==> src/rtl/ringbuf_pkg.sv <==
// Shared constants for the serial ring buffer: sizes and the ramadrs field layout.
package ringbuf_pkg;

    localparam int COUNTER_SIZE = 4;
    localparam int BUFFER_SIZE  = 16;

    // Bit positions inside the packed ramadrs pointer bus
    localparam int RPTR_LSB = 0;
    localparam int WPTR_LSB = COUNTER_SIZE;
    localparam int WRAP_BIT = 2 * COUNTER_SIZE;

endpackage

==> src/rtl/ptr_counter.sv <==
// Wrapping pointer with a phase bit; the phase toggles each time the pointer
// rolls over from its maximum value back to zero.
module ptr_counter #(
    parameter int width = 4
) (
    input  logic             clock,
    input  logic             reset,
    input  logic             enable,
    output logic [width-1:0] ptr,
    output logic             phase
);

    // Advance {phase, ptr} as one width+1 bit counter so the phase flips on wrap
    always_ff @(posedge clock) begin
        if (reset) begin
            ptr   <= '0;
            phase <= 1'b0;
        end else if (enable) begin
            {phase, ptr} <= {phase, ptr} + 1'b1;
        end
    end

endmodule

==> src/rtl/store_ctrl.sv <==
// Write-side controller of the serial ring buffer. Stores one serial bit per
// write strobe at wptr, advances rptr on read acknowledge, and publishes the
// storage vector, packed pointers and occupancy/error status.
//
// Handshake: instrobe is a write request that is accepted unless the buffer
// is full with no read in the same cycle; outstrobe acknowledges that the
// reader consumed buffer[rptr] and is honoured only when not empty. Requests
// that are refused set the corresponding sticky error flag.
module store_ctrl
    import ringbuf_pkg::*;
#(
    parameter int counter_size = COUNTER_SIZE,
    parameter int buffer_size  = BUFFER_SIZE
) (
    input  logic                      clock,
    input  logic                      reset,
    input  logic                      txda,
    input  logic                      instrobe,
    input  logic                      outstrobe,
    output logic [buffer_size-1:0]    buffer,
    output logic [2*counter_size:0]   ramadrs,
    output logic [counter_size:0]     count,
    output logic                      full,
    output logic                      empty,
    output logic                      overflow,
    output logic                      underflow
);

    logic [counter_size-1:0] wptr;
    logic [counter_size-1:0] rptr;
    logic                    wphase;
    logic                    rphase;
    logic                    wrap;
    logic                    ptr_equal;
    logic                    do_write;
    logic                    do_read;

    // Status decode from registered pointer state only
    always_comb begin
        wrap      = wphase ^ rphase;
        ptr_equal = (wptr == rptr);
        empty     = ptr_equal && !wrap;
        full      = ptr_equal && wrap;
        count     = {wrap, wptr} - {1'b0, rptr};
    end

    // A read frees the slot a simultaneous write takes, so full only blocks
    // a write when there is no read in the same cycle
    always_comb begin
        do_write = instrobe && (!full || outstrobe);
        do_read  = outstrobe && !empty;
    end

    ptr_counter #(.width(counter_size)) u_wptr (
        .clock  (clock),
        .reset  (reset),
        .enable (do_write),
        .ptr    (wptr),
        .phase  (wphase)
    );

    ptr_counter #(.width(counter_size)) u_rptr (
        .clock  (clock),
        .reset  (reset),
        .enable (do_read),
        .ptr    (rptr),
        .phase  (rphase)
    );

    // Storage register: only the addressed bit changes; reads never clear data
    always_ff @(posedge clock) begin
        if (reset) begin
            buffer <= '0;
        end else if (do_write) begin
            buffer[wptr] <= txda;
        end
    end

    // Sticky error flags, cleared only by reset
    always_ff @(posedge clock) begin
        if (reset) begin
            overflow  <= 1'b0;
            underflow <= 1'b0;
        end else begin
            if (instrobe && full && !outstrobe) overflow  <= 1'b1;
            if (outstrobe && empty)             underflow <= 1'b1;
        end
    end

    // Packed pointer bus consumed by the read-side decode
    always_comb begin
        ramadrs = '0;
        ramadrs[RPTR_LSB +: counter_size] = rptr;
        ramadrs[WPTR_LSB +: counter_size] = wptr;
        ramadrs[WRAP_BIT]                 = wrap;
    end

endmodule
==> config.mk <==
export PLATFORM = sky130hd
export DESIGN_NAME = store_ctrl
export DESIGN_NICKNAME = d
export VERILOG_FILES = /design/src/rtl/ringbuf_pkg.sv /design/src/rtl/ptr_counter.sv /design/src/rtl/store_ctrl.sv
export SDC_FILE = /design/constraint.sdc
export NUM_CORES = 1
export LEC_CHECK = 0
export CORE_AREA = 2 2 60 62
export DETAILED_ROUTE_END_ITERATION = 8
export DIE_AREA = 0 0 62 64
export GPL_TIMING_DRIVEN = 1
export PLACE_DENSITY_LB_ADDON = 0.1
export SYNTH_ARGS = -nofsm -noshare
export SYNTH_HDL_FRONTEND = slang
export SYNTH_HIERARCHICAL = 1
export SYNTH_SLANG_ARGS = --single-unit
==> constraint.sdc <==
create_clock -name clock -period 2.9 [get_ports clock]
set_input_delay 0.725 -clock clock [delete_from_list [all_inputs] [get_ports clock]]
set_output_delay 0.725 -clock clock [all_outputs]
set_load 0.03 [all_outputs]
==> flow_summary_export.csv, run 1 <==
group,metric,value,unit
run_status,status,"finished clean",
routing,first_iter_violations,45,
timing,grt_setup_unrepaired,"no",
placed_design,portBuffers,38,
flow_run,cap_violations,0,
die,fp-row-count,21,
power_and_ir_drop,switching_share,35.6,%
placed_design,hpwl,2.58,mm
routing,final_antenna_net_count,0,
timing,min_period,2.75,ns
power_and_ir_drop,p_switching,0.336,mW
timing,fin_skew,0.00539,ns
placed_design,dp_slack,0.205,ns
cts,cts_buffer_depth,2,
final_layout,drive_gt1_share,13.1,%
die,pin_count,39,
min_path,worst_hold_path.endpoint,"buffer[10]",
placed_design,gp_congestion,0.836,
power_and_ir_drop,p_total,0.943,mW
routing,routed_wl,3.30,mm
die,die_y,64,um
cts,clock_latency,0.33,ns
cts,cts_max_level,1,
synthesis,synth-seq-area-share,36.4,%
grt,grt_max_degree,20,
routing,drc,0,
power_and_ir_drop,p_clk_share,20.3,%
die,dieArea,3970,um2
timing,max_slew_margin,64.9,%
routing,wl_per_cell,13.5,um
die,core-area,3280,um2
synthesis,synth_warnings,6,
routing,first_pass_iters,4,
power_and_ir_drop,p_int,0.607,mW
synthesis,avgSynthCellArea,9.52,um2
min_path,hold_path_class,"register to register",
final_layout,diodes,0,
synthesis,syn-instance-count,162,
cts,postCtsSetupRepairBufs,0,
min_path,min_path_cells,2,
timing,finalSetupTns,0,ns
cts,clkSinkCount,28,
synthesis,synth.distinct_cells,26,
timing,fin_ws,0.150,ns
min_path,worstHoldStart,"buffer[10]",
power_and_ir_drop,p_leak,0.902,nW
synthesis,syn_area,1540,um2
grt,gr-total-overflow,0,
timing,maxSlewViolCount,0,
cts,cts_root_buf,"clkbuf_4",
die,die_w,62,um
final_layout,area_growth,29.1,%
grt,grt_antenna_before_repair,0,
timing,tightestPinTransition,0.526,ns
grt,grt_usage,18.6,%
worst_setup_path,rrSetupSlack,0.71,ns
worst_setup_path,criticalPathCategory,"register to output pin",
final_layout,design_area,1990,um2
worst_setup_path,r2r_start,"u_rptr/ptr[2]",
timing,max_freq,0.364,GHz
final_layout,nNetsFinal,212,
power_and_ir_drop,p_seq_share,44.1,%
routing,via_per_inst,5.17,
cts,cts_tree,"built",
final_layout,nFillCells,304,
routing,num_vias,1266,
die,start_util,46.9,%
synthesis,syn_nets,174,
timing,fin_crit_sh,94.8,%
placed_design,dpl_cell_area,1970,um2
worst_setup_path,reg2reg_depth,7,
synthesis,ys_ff_latch,28,
worst_setup_path,arrival,2.02,ns
worst_setup_path,rr_endpoint,"u_wptr/phase",
worst_setup_path,worstSetupEndpointType,"output pin",
timing,hold_violations,0,
cts,clk_pin_slew,0.15,ns
grt,grt_pass1_wl,5.53,mm
timing,setup_violations,0,
power_and_ir_drop,power_frac_comb,35.6,%
power_and_ir_drop,p_per_area,474,nW/um2
worst_setup_path,crit_path_start_kind,"register",
worst_setup_path,critical_path.max_fanout,5,
worst_setup_path,crit_required,2.17,ns
power_and_ir_drop,irDropWorstVdd,0.237,mV
cts,cts_buffers,3,
grt,grt_pass1_vias,1197,
power by group through the flow:
| stage | clock (mW) | sequential (mW) | combinational (mW) |
|---|---|---|---|
| 2_1_floorplan | 0 | 0.452 | 0.207 |
| 3_3_place_gp | 0 | 0.423 | 0.349 |
| 3_5_place_dp | 0 | 0.424 | 0.357 |
| 4_1_cts | 0.201 | 0.415 | 0.342 |
| 5_1_grt | 0.223 | 0.418 | 0.365 |
| 6_report | 0.192 | 0.415 | 0.336 |
routing by layer:
metal / track usage, % / vias up / share of wire (%)
li1: - / 630 / -
met1: 24.6 / 602 / 45
met2: 29.4 / 27 / 50
met3: 3.24 / 7 / 3.2
met4: 7.18 / 0 / 2.2
met5: 0 / - / 0
cell usage after synthesis, drive strengths merged:
library cell,number,area [um2]
a21oi,6,30.0
fa,1,20.0
nand4,19,144
xnor2,6,60.1
nand2b,17,106
buf,5,46.3
clkbuf,7,26.3
mux2i,18,180
nand3b,2,15.0
a21o,2,15.0
mux2,4,60.1
clkinv,1,3.75
nor2,13,48.8
ha,6,75.1
and2,3,18.8
or3,2,12.5
nor3,2,10.0
nand3,1,5.00
inv,9,33.8
dfxtp,28,561
nor2b,8,50.1
a21bo,2,20.0
worst max-delay path, stage by stage, from the launching register on:
cell and delay [ns]:
dfxtp_1 0.47, ha_1 0.22, fa_1 0.22, inv_1 0.05, a21o_1 0.17, a21oi_1 0.24
xnor2_2 0.15, buf_4 0.18
cells by family (layout without fill, tap and decap cells):
logic type,after synthesis,in the layout,share of synthesized area (%)
adder cells (fa/ha/maj),7,7,6.17
flip-flops,28,28,36.4
AO/OA/AOI/OAI,10,10,4.22
XOR/XNOR,6,6,3.90
buffers and inverters,22,59,7.14
multiplexers,22,22,15.6
AND/OR/NAND/NOR,67,67,26.6
stage by stage:
stage	hold slack, ns	cells	util [%]
6_report	0.487	245	60.6
5_1_grt	0.513	245	60.6
4_1_cts	0.493	245	60.8
3_5_place_dp	0.464	241	59.9
3_3_place_gp	0.453	241	59.9
2_1_floorplan	0.577	162	-
flip-flops by register name (all words and copies together), names as in the netlist:
name and flops:
buffer 16, u_rptr/ptr 4, u_wptr/ptr 4, overflow 1, u_rptr/phase 1, u_wptr/phase 1, underflow 1
repair_timing:
item,in CTS,in global routing
endpoints found under the setup margin,5,4
hold buffers,0,0
endpoints found under the hold margin,0,0
resized for setup,5,5
cell usage in the layout, fill, tap and decap left out, types with 3 or more instances in the layout:
master	n
nand4_1	15
clkdlybuf4s50_1	32
and2_1	3
nand4_2	4
ha_1	6
inv_1	9
xnor2_1	4
buf_4	8
mux2i_1	18
clkbuf_4	3
nand2b_1	17
nor2b_1	8
nor2_1	13
dlygate4sd2_1	3
dfxtp_1	27
a21oi_1	6
mux2_4	4
final cells by class:
| type | instances | area [um2] | share of cell area, % |
|---|---|---|---|
| inverter | 10 | 40.0 | 2.01 |
| multi-input combinational | 112 | 878 | 44.1 |
| clock buffer | 4 | 36.3 | 1.82 |
| tap | 46 | 57.6 | 2.89 |
| timing repair buffer | 45 | 417 | 20.9 |
| sequential | 28 | 562 | 28.2 |
worst max path at each step:
stage	from	to	slack, ns	cells past startpoint
finish	u_rptr/ptr[0]	count[4]	0.15	7
CTS	u_wptr/ptr[0]	count[4]	0.05	8
global route	u_rptr/ptr[0]	count[4]	0.004	7
global placement	u_rptr/ptr[1]	count[3]	0.26	6
floorplan	u_wptr/ptr[0]	count[4]	0.05	8
detailed placement	u_rptr/ptr[1]	count[3]	0.21	6
Power figures use the tool's default switching activity.
==> inputs of run 2 (changes only) <==
--- a/config.mk
+++ b/config.mk
@@ -5,9 +5,9 @@
 export SDC_FILE = /design/constraint.sdc
 export NUM_CORES = 1
 export LEC_CHECK = 0
-export CORE_AREA = 2 2 60 62
+export CORE_AREA = 2 2 59 61
 export DETAILED_ROUTE_END_ITERATION = 8
-export DIE_AREA = 0 0 62 64
+export DIE_AREA = 0 0 61 63
 export GPL_TIMING_DRIVEN = 1
 export PLACE_DENSITY_LB_ADDON = 0.1
 export SYNTH_ARGS = -nofsm -noshare
==> constraint.sdc (replaced) <==
create_clock -name clock -period 3.37 [get_ports clock]
set_input_delay 0.8425 -clock clock [delete_from_list [all_inputs] [get_ports clock]]
set_output_delay 0.8425 -clock clock [all_outputs]
set_load 0.03 [all_outputs]
==> run 2 against run 1 <==
Routed wire length decreased by 6.3%. Non-clock buffer count decreased by 4. Count of clock-buffer cells in the layout decreased by 1. Largest power group unchanged. Register-to-register slack improved by 0.39 ns. Sequential share of layout area about the same. Highest routed layer unchanged. Worst setup slack improved by 0.011 ns. Combinational power decreased by 13%. Clock skew decreased by 0.0013 ns.
==> flow_summary_export.csv, run 2 (synthesis results as in run 1) <==
group,metric,value,unit
cts,cts_root_buf,"clkbuf_4",
die,die_y,63,um
worst_setup_path,arrival,2.37,ns
timing,maxSlewViolCount,0,
worst_setup_path,worstSetupEndpointType,"output pin",
timing,finalSetupTns,0,ns
grt,grt_pass1_wl,5.32,mm
routing,first_pass_iters,4,
routing,via_per_inst,4.98,
cts,cts_buffers,3,
worst_setup_path,critical_path.max_fanout,9,
cts,cts_tree,"built",
final_layout,largest_registers,"buffer: 16 flops, u_rptr/ptr: 4 flops, u_wptr/ptr: 4 flops",
grt,gr-total-overflow,0,
final_layout,area_growth,28.7,%
final_layout,layout_common_cells,"clkdlybuf4s50_1 (35), dfxtp_1 (28), mux2i_1 (18)",
placed_design,gp_congestion,0.758,
final_layout,largest-register,"buffer",
die,pin_count,39,
routing,final_antenna_net_count,0,
final_layout,largest_register_ffs,16,
grt,grt_antenna_before_repair,0,
timing,setup_violations,0,
cts,clk_pin_slew,0.16,ns
power_and_ir_drop,p_leak,0.887,nW
placed_design,dp.cells,237,
worst_setup_path,crit_required,2.53,ns
die,fp-row-count,21,
worst_setup_path,crit_path_end,"count[1]",
final_layout,finalNonFillerCells,241,
power_and_ir_drop,irDropWorstVdd,0.236,mV
die,core-area,3230,um2
worst_setup_path,rrSetupSlack,1.10,ns
min_path,hold_path_class,"register to register",
timing,max_freq,0.312,GHz
grt,grt_pass1_vias,1188,
die,start_util,47.7,%
routing,first_iter_violations,29,
routing,drc,0,
timing,grt_setup_unrepaired,"no",
worst_setup_path,reg2reg_depth,7,
power_and_ir_drop,p_per_area,443,nW/um2
cts,cts_max_level,1,
cts,postCtsSetupRepairBufs,0,
routing,wl_per_cell,12.8,um
final_layout,diodes,0,
cts,clock_latency,0.34,ns
worst_setup_path,startpoint,"u_wptr/ptr[0]",
placed_design,portBuffers,38,
worst_setup_path,r2r_start,"u_wptr/ptr[0]",
final_layout,drive_gt1_share,8.72,%
run_status,status,"finished clean",
grt,grt_max_degree,22,
routing,routed_wl,3.09,mm
worst_setup_path,rr_endpoint,"u_wptr/phase",
final_layout,fin_util,61.4,%
min_path,min_path_cells,2,
worst_setup_path,crit_path_start_kind,"register",
final_layout,nFillCells,298,
flow_run,cap_violations,0,
grt,grt_usage,18.0,%
timing,tightestPinTransition,0.524,ns
timing,max_slew_margin,65.0,%
die,dieArea,3840,um2
placed_design,hpwl,2.36,mm
timing,hold_violations,0,
routing,num_vias,1199,
die,die_w,61,um
timing,min_period,3.21,ns
timing,fin_crit_sh,95.2,%
final_layout,nNetsFinal,208,
final_layout,layout_commonest_cell,"clkdlybuf4s50_1",
cts,cts_buffer_depth,2,
worst_setup_path,criticalPathCategory,"register to output pin",
cts,clkSinkCount,28,
timing,fin_skew,0.00407,ns
[run 2: routing by layer]
layer | vias to the layer above | global-route usage [%] | share of wire (%)
li1 | 618 | - | -
met5 | - | 0 | 0
met2 | 26 | 31.3 | 52
met4 | 0 | 2.45 | 0.68
met1 | 553 | 22.0 | 44
met3 | 2 | 4.97 | 3.2
[run 2: worst min-delay path by stage]
stage | start | to | slack (ns)
floorplan | u_wptr/phase | u_wptr/phase | 0.58
global placement | underflow | underflow | 0.45
detailed placement | buffer[8] | buffer[8] | 0.47
CTS | buffer[14] | buffer[14] | 0.49
global route | buffer[0] | buffer[0] | 0.51
finish | buffer[14] | buffer[14] | 0.48
[run 2: what timing repair did]
action | CTS | global route
endpoints found under the setup margin | 0 | 2
hold buffers | 0 | 0
resized for setup | 0 | 2
[run 2: cell type report]
cell class | instances | area [um2] | area share [%]
multi-input cells | 112 | 871 | 43.9
repair buffers | 41 | 405 | 20.4
well taps | 46 | 57.6 | 2.90
flip-flops and latches | 28 | 561 | 28.2
clock inverters | 1 | 30.0 | 1.51
clock buffers | 3 | 22.5 | 1.13
inverters | 10 | 37.5 | 1.89
[run 2: worst max-delay path, cell delays in order, from the launching register on]
cell and delay, ns:
dfxtp_1 0.36, clkinv_1 0.21, ha_1 0.30, fa_1 0.44
inv_1 0.06, clkdlybuf4s50_1 0.66
[run 2: where the power goes]
group          switching, mW  internal [mW]
Combinational          0.170          0.122
Sequential            0.0154          0.344
Clock                  0.107          0.120
Total                  0.293          0.586
[run 2: through the flow]
stage / power [mW] / hold WS (ns) / cell area [um2] / worst slack, ns
detailed placement: 0.662 / 0.468 / 1930 / 0.452
CTS: 0.889 / 0.490 / 1980 / 0.0510
floorplan: 0.563 / 0.577 / 1540 / 0.0444
global placement: 0.655 / 0.454 / 1930 / 0.487
finish: 0.879 / 0.484 / 1980 / 0.161
global route: 0.928 / 0.508 / 1980 / 0.0306
